--- src/rtl/instr_fifo.sv ---
// ---------------------------------------------------------------------------
// instr_fifo
//
// Purpose:
//   Instruction queue between a host writer and the X-HEEP instruction
//   consumer. Entries come out in order with a valid/ready handshake. A push
//   becomes visible on the read side one cycle after it is accepted. There is
//   no same-cycle bypass from instr_in to instr_out. DEPTH may be any integer
//   >= 2. The pointers wrap explicitly and do not rely on power-of-two
//   overflow.
//
// Parameters:
//   DATA_WIDTH  instruction word width in bits (>= 1)
//   DEPTH       number of entries (>= 2)
//
// Ports:
//   clk          clock, rising edge
//   rst          synchronous active-high reset (beats flush, push and pop)
//   flush        synchronous clear of all queued entries (beats push and pop)
//   push         host write strobe
//   instr_in     instruction to enqueue
//   push_ready   high when a push would be accepted this cycle (!full)
//   instr_valid  head entry available (!empty)
//   instr_ready  consumer takes the head when high together with instr_valid
//   instr_out    head instruction, all-zeros while empty
//   count        number of stored entries
//   full, empty  count == DEPTH, count == 0
//
// Optional feature (define INSTR_FIFO_ERR_FLAG_EN):
//   ovf_err      sticky flag, set by a push while full
//   err_clr      clears ovf_err (a set in the same cycle wins)
// ---------------------------------------------------------------------------
module instr_fifo #(
    parameter int DATA_WIDTH = 32,
    parameter int DEPTH      = 4,
    localparam int PTR_W     = (DEPTH > 1) ? $clog2(DEPTH) : 1,
    localparam int CNT_W     = $clog2(DEPTH + 1)
) (
    input  logic                  clk,
    input  logic                  rst,
    input  logic                  flush,
    input  logic                  push,
    input  logic [DATA_WIDTH-1:0] instr_in,
    output logic                  push_ready,
    output logic                  instr_valid,
    input  logic                  instr_ready,
    output logic [DATA_WIDTH-1:0] instr_out,
    output logic [CNT_W-1:0]      count,
    output logic                  full,
    output logic                  empty
`ifdef INSTR_FIFO_ERR_FLAG_EN
    ,
    output logic                  ovf_err,
    input  logic                  err_clr
`endif
);

    localparam logic [CNT_W-1:0] DEPTH_CNT = CNT_W'(DEPTH);
    localparam logic [PTR_W-1:0] LAST_PTR  = PTR_W'(DEPTH - 1);

    // Storage is not reset. Nothing can read it while count is zero, so a
    // stale word never reaches instr_out.
    logic [DATA_WIDTH-1:0] mem_q [DEPTH];

    logic [PTR_W-1:0] wr_ptr_q, wr_ptr_d;
    logic [PTR_W-1:0] rd_ptr_q, rd_ptr_d;
    logic [CNT_W-1:0] count_q, count_d;

    logic do_push;
    logic do_pop;

    // Status flags and the handshake decisions come only from registered
    // state, so instr_valid and push_ready never depend on their own
    // handshake partner. This also rules out a bypass on an empty queue.
    always_comb begin
        full        = (count_q == DEPTH_CNT);
        empty       = (count_q == '0);
        push_ready  = !full;
        instr_valid = !empty;
        do_push     = push && push_ready;
        do_pop      = instr_valid && instr_ready;
        count       = count_q;
        instr_out   = empty ? '0 : mem_q[rd_ptr_q];
    end

    // Next-state logic for the pointers and the occupancy counter. Flush
    // discards everything and masks any push or pop in the same cycle. A
    // simultaneous push and pop moves both pointers and leaves count alone.
    always_comb begin
        wr_ptr_d = wr_ptr_q;
        rd_ptr_d = rd_ptr_q;
        count_d  = count_q;
        if (flush) begin
            wr_ptr_d = '0;
            rd_ptr_d = '0;
            count_d  = '0;
        end else begin
            if (do_push) begin
                wr_ptr_d = (wr_ptr_q == LAST_PTR) ? '0 : wr_ptr_q + PTR_W'(1);
            end
            if (do_pop) begin
                rd_ptr_d = (rd_ptr_q == LAST_PTR) ? '0 : rd_ptr_q + PTR_W'(1);
            end
            case ({do_push, do_pop})
                2'b10:   count_d = count_q + CNT_W'(1);
                2'b01:   count_d = count_q - CNT_W'(1);
                default: count_d = count_q;
            endcase
        end
    end

    // State register. Reset has priority over everything else.
    always_ff @(posedge clk) begin
        if (rst) begin
            wr_ptr_q <= '0;
            rd_ptr_q <= '0;
            count_q  <= '0;
        end else begin
            wr_ptr_q <= wr_ptr_d;
            rd_ptr_q <= rd_ptr_d;
            count_q  <= count_d;
        end
    end

    // Data write. The write is suppressed during reset and flush so that a
    // discarded push never touches the array.
    always_ff @(posedge clk) begin
        if (do_push && !rst && !flush) begin
            mem_q[wr_ptr_q] <= instr_in;
        end
    end

`ifdef INSTR_FIFO_ERR_FLAG_EN
    logic ovf_err_q;

    // Sticky overflow flag. A rejected push sets it even during a flush.
    // A set in the same cycle as err_clr wins over the clear.
    always_ff @(posedge clk) begin
        if (rst) begin
            ovf_err_q <= 1'b0;
        end else if (push && full) begin
            ovf_err_q <= 1'b1;
        end else if (err_clr) begin
            ovf_err_q <= 1'b0;
        end
    end

    assign ovf_err = ovf_err_q;
`endif

endmodule

--- config.mk ---
export PLATFORM = sky130hd
export DESIGN_NAME = instr_fifo
export DESIGN_NICKNAME = d
export VERILOG_FILES = /design/src/rtl/instr_fifo.sv
export SDC_FILE = /design/constraint.sdc
export NUM_CORES = 1
export LEC_CHECK = 0
export CAP_MARGIN = 20
export CORE_ASPECT_RATIO = 0.6
export CORE_MARGIN = 5
export CORE_UTILIZATION = 55
export CTS_BUF_LIST = sky130_fd_sc_hd__clkbuf_4 sky130_fd_sc_hd__clkbuf_8
export CTS_CLUSTER_SIZE = 10
export DETAILED_ROUTE_END_ITERATION = 10
export GPL_TIMING_DRIVEN = 0
export PLACE_DENSITY_LB_ADDON = 0.2
export RECOVER_POWER = 50
export SYNTH_ARGS = -nofsm -noshare
export SYNTH_HDL_FRONTEND = slang
export SYNTH_SLANG_ARGS = --single-unit
--- constraint.sdc ---
create_clock -name clk -period 3.4 [get_ports clk]
set_input_delay 0.68 -clock clk [delete_from_list [all_inputs] [get_ports clk]]
set_output_delay 0.68 -clock clk [all_outputs]
set_load 0.01 [all_outputs]
### Word level (Yosys, flattened, before mapping)

Memory sizes are Yosys's and may differ from the RTL's. A register that Yosys moved wholly into a read port is not among the register bits.
Index checks and enable logic that the tools add are counted.

| cells by class | value |
|---|---|
| add/sub/neg operators | 4 |
| eq/ne operators | 5 |
| muxes and demuxes | 8 |
| reductions and logical operators | 11 |

Operator list:

| kind | number |
|---|---|
| 32-bit two-way mux | 1 |
| 2-bit two-way mux | 4 |
| 2-bit == test, second input constant | 3 |
| 3-bit one-hot mux with 2 select lines | 1 |
| 2-bit by 1-bit adder with 2-bit output, second input constant | 2 |
| 1-bit logical AND | 4 |
| 1-bit logical NOT | 4 |
| 3-bit by 1-bit adder with 3-bit output, second input constant | 1 |
| 3-bit == test, second input constant | 1 |
| 3-bit logical NOT | 1 |
| 3-bit by 1-bit subtractor with 3-bit output, second input constant | 1 |
| 2-bit by 1-bit == test with 1-bit output, second input constant | 1 |
| 1-bit two-way mux | 2 |
| 2-bit nonzero test | 1 |
| 2-bit OR reduction | 1 |

| storage, ports and cells | value |
|---|---|
| flip-flop bits (word level) | 7 |
| memory bits (writable) | 128 |
| word-level logic and storage cells | 32 |
| memories | 1 |

Memories:

| name | words | width | read ports | clocked after memory_dff | write ports | RTL line | RTL |
|---|---|---|---|---|---|---|---|
| mem_q | 4 | 32 | 1 | 1 | 1 | 63 | `logic [DATA_WIDTH-1:0] mem_q [DEPTH];` |

### Logic depth before layout (Yosys ltp)

Gate-level depths: netlist of run 1.

| depth | value |
|---|---|
| depth in word-level cells | 7 |
| gate-level depth with buffers | 11 |
| gate-level depth less buffers | 9 |

### Worst setup path after synthesis of run 1

OpenSTA, ideal clock, no wires.

| timing path | value |
|---|---|
| kind | register to register |
| from | register count_q[2], in the netlist count[2] |
| to | register count_q[2], in the netlist count[2] |
| data arrival time | 2369 ps |
| slack | 961 ps |
| cell stages (with the launch flop) | 12 |
| path buffers | 2 |
| period minus slack after synthesis | 2439 ps |
| cells stage by stage | dfxtp_1 > or3b_1 > buf_2 > and2_4 > buf_6 > inv_1 > ha_1 > inv_1 > fa_1 > xor2_1 > or3_1 > a21oi_1 |

| between the ends | value |
|---|---|
| cells in the longest elaborated chain, start to end | 5 |

Ends and longest elaborated chain:

| what | RTL line | RTL |
|---|---|---|
| start: declaration | 67 | `logic [CNT_W-1:0] count_q, count_d;` |
| start signal: assignment | 121 | `count_q <= count_d;` |
| 3-bit == test (*) | 76 | `full = (count_q == DEPTH_CNT);` |
| 1-bit logical NOT (*) | 78 | `push_ready = !full;` |
| via push_ready | 44 | `output logic push_ready,` |
| 1-bit logical AND (*) | 80 | `do_push = push && push_ready;` |
| 2-bit by 1-bit == test with 1-bit output / 2-bit == test (equally long branches) | 104 | `case ({do_push, do_pop})` |
| 3-bit one-hot mux with 2 select lines / 2-bit nonzero test (equally long branches) | n/a |  |

Mark *: on every way through the listed nets, which the timed path passes. The rest lies on a longest branch.
A chain may end at the register's enable or synchronous reset.

### Worst setup path after layout of run 1

| timing path | value |
|---|---|
| from | register count_q[0], in the netlist count[0] |
| to | output instr_out[15] |

| between the ends | value |
|---|---|
| cells in the longest elaborated chain, start to end | 2 |

Ends and longest elaborated chain:

| what | RTL line | RTL |
|---|---|---|
| 3-bit logical NOT | 77 | `empty = (count_q == '0);` |
| 32-bit two-way mux | 83 | `instr_out = empty ? '0 : mem_q[rd_ptr_q];` |
| end: declaration | 47 | `output logic [DATA_WIDTH-1:0] instr_out,` |

No other way between the ends.

==> metrics.cfg, run 1 <==
[run_status]
status=complete, but fails checks
violations=max-capacitance violations, max-slew violations

[drt]
dr.pass1.iters=4
vias=2665
post-route-drc-count=0
antenna_left=0
dr.first_iter.drc_count=149
wire_per_inst_um=19.0
wl_um=9480
via_per_inst=5.34

[setup_path]
required_ps=2720
timing.critical_path.max_delay_family=buffers and inverters
critPathBufInv=2
path_cells=nor3_2 -> clkbuf_1 -> and2b_1 -> clkdlybuf4s50_1
crit_fanout=10
worst_r2r_path_depth=5
cp-end-kind=output port
r2r-start=count[0]
cpPeakStageDelay_ps=480
critPathArrivalTime_ps=2480
path_class=reg2out
start_kind=flop
reg2reg_to=mem_q[2][15]
ff2ff_setup_slack_ps=580
crit_path_top_delay_cell=clkdlybuf4s50_1

[clock_network]
cts_tree=yes
ctsHtreeMaxLevel=4
clk_latency_ps=430
clk_pin_slew_ps=80
clock_sinks=137
cts_max_path_buffers=2
numCtsBuffers=17
cts-root-buf=clkbuf_8
postCtsSetupRepairBufs=0

[synthesis]
synth.most_common_cell=edfxtp_1
synth-xor-area-share_pct=0.328
synthMuxAreaShare_pct=13.5
syn_avg_cell_area_um2=20.5
ys.flop_type=edfxtp_1
synthSimpleGateAreaFrac_pct=6.07
synth_cell_types=28
synth_cells=260
synth_area_leader_cell=edfxtp_1
ys_warn_count=0
synth_compound_area_share_pct=1.08
syn_area_um2=5340
synth-seq-cells=137
synth_top_family_by_area=multiplexers
synth_common_cells=edfxtp_1 (128), mux4_2 (32), nor2b_1 (21), and2b_1 (11)
synth_edf_count=128
async_flop_share_pct=0
seq_area_frac_synth_pct=75.3
synthesis.nets=304
post_synth_fa_ha_maj_area_fraction_pct=1.78
yosys.area.top_type_share_pct=71.9
yosys-top-cells-area=edfxtp_1 (72%), mux4_2 (13%), dfxtp_1 (3.4%)

[floorplanning]
initial_core_util_pct=57.3
die-area_um2=11900
core_um2=9320
die-width_um=137
io_pins=76
die_y_um=86.3
rows=27

[sta]
post-route-worst-setup-slack_ps=235
worst_slew_pin_slew_ps=1660
tns_ps=0
hold_viol=0
max_freq_mhz=316
finalCriticalPeriod_ps=3160
setup_viol=0
fin_skew_ps=11.6
drv_slew=66
max_slew_margin_pct=-10.4
post-route-period-util_pct=93.1
hold_ws_ps=515
rsz0062_at_grt=false

[power_and_ir_drop]
total_power_mw=3.32
p_leak_nw=2.18
vdd_drop_max_uv=328
power_density_nw_per_um2=499

[placement]
dp_slack_ps=321
port_buffers=75
placedCellCount=465
dpl.hpwl_um=6100
gp_congestion=0.732
place_area_um2=6260

[cells_and_area]
nets=398
syn_to_final_growth_pct=24.4
instances_no_fill=499
drive_gt1_share_pct=20.7
fillerInstances=616
fin_area_um2=6650
utilization_pct=71.3

[grt]
grt_pass1_wl_um=15000
top_usage_layer=met2
grt_pass1_vias=2838
gr-usage-met1_pct=23.5
grtUsageMet3_pct=5.57
grt_start_max_net_pins=33
antenna_found_initial=2
use_met2_pct=26.9
track_usage_pct=17.6
grt_overflow_total=0

[worst_hold_path]
hold_class=reg2reg
min_to=rd_ptr_q[0]
min_path_cells=2
hp-start=rd_ptr_q[0]

[flow_run]
cap_violations=2

flip-flops by register name, summed over array words and instances, names as in the netlist, named ones only:
signal / count
wr_ptr_q: 2
mem_q: 128
rd_ptr_q: 2
count: 3
layout make-up:
type / count / area (µm²) / share of cell area (%)
Inverter: 9 / 33.8 / 0.508
Clock buffer: 17 / 234 / 3.52
Antenna cell: 2 / 5.00 / 0.0753
Tap cell: 130 / 163 / 2.45
Buffer: 13 / 68.8 / 1.04
Timing Repair Buffer: 75 / 751 / 11.3
Sequential cell: 137 / 4020 / 60.5
Multi-Input combinational cell: 101 / 1220 / 18.4
Clock inverter: 15 / 145 / 2.18
placed cells by master (no fill, tap or decap), types with 2 or more instances in the layout:
cell type	count
clkbuf_1	5
clkinv_4	7
mux4_2	32
diode_2	2
o21ai_0	2
dfxtp_1	9
and3_2	2
xor2_1	2
nor2b_1	21
edfxtp_1	128
clkbuf_8	17
buf_1	3
nand2_1	2
nand4_1	2
buf_4	3
clkdlybuf4s50_1	38
and2b_1	11
and3_1	2
o31ai_2	2
inv_1	9
or3_1	2
dlygate4sd3_1	37
ha_1	6
a21oi_1	3
inv_6	3
nor2_1	5
clkinvlp_4	3
worst max path at each step:
| stage | start | end | slack [ps] | cells after the start |
|---|---|---|---|---|
| after floorplan | count[2] | count[2] | 960 | 11 |
| after detailed placement | count[0] | instr_out[18] | 320 | 4 |
| after global placement | rst | mem_q[0][16] | 70 | 3 |
| final | count[0] | instr_out[15] | 240 | 4 |
| after CTS | count[0] | instr_out[18] | 130 | 4 |
| after global routing | count[0] | instr_out[18] | 50 | 4 |
worst register-to-register path, stage by stage (launching register included):
cell and delay, ps:
dfxtp_1 480, or3b_1 150, clkbuf_1 200, and2_4 180
buf_6 110, and3_1 1270
where the power goes:
part | total, mW | internal, mW | switching (mW)
clock network | 1.23 | 0.589 | 0.641
logic | 0.218 | 0.117 | 0.101
registers | 1.87 | 1.86 | 0.00741
routing by layer:
layer | vias up | part of all wire (%)
met5 | - | 0
met3 | 14 | 6.0
met2 | 77 | 48
met4 | 0 | 1.5
li1 | 1224 | -
met1 | 1350 | 45
logic make-up after synthesis:
logic type               Yosys count
AO/OA/AOI/OAI                      8
XOR/XNOR                           2
adder cells (fa/ha/maj)            7
buffers and inverters             22
flip-flops                       137
multiplexers                      32
AND/OR/NAND/NOR                   52
repair_timing:
action | 4_1_cts | 5_1_grt
resized for setup | 1 | 0
setup endpoints to repair | 25 | 0
hold buffers | 0 | 0
Power figures use the tool's default switching activity.
==> run 2: changes to the inputs <==
--- a/config.mk
+++ b/config.mk
@@ -10,6 +10,7 @@
 export CORE_MARGIN = 5
 export CORE_UTILIZATION = 55
 export CTS_BUF_LIST = sky130_fd_sc_hd__clkbuf_4 sky130_fd_sc_hd__clkbuf_8
+export CTS_CLUSTER_DIAMETER = 200
 export CTS_CLUSTER_SIZE = 10
 export DETAILED_ROUTE_END_ITERATION = 10
 export GPL_TIMING_DRIVEN = 0
==> results of run 2 <==
No change in the layout: final DEF, timing and power equal those of run 1.
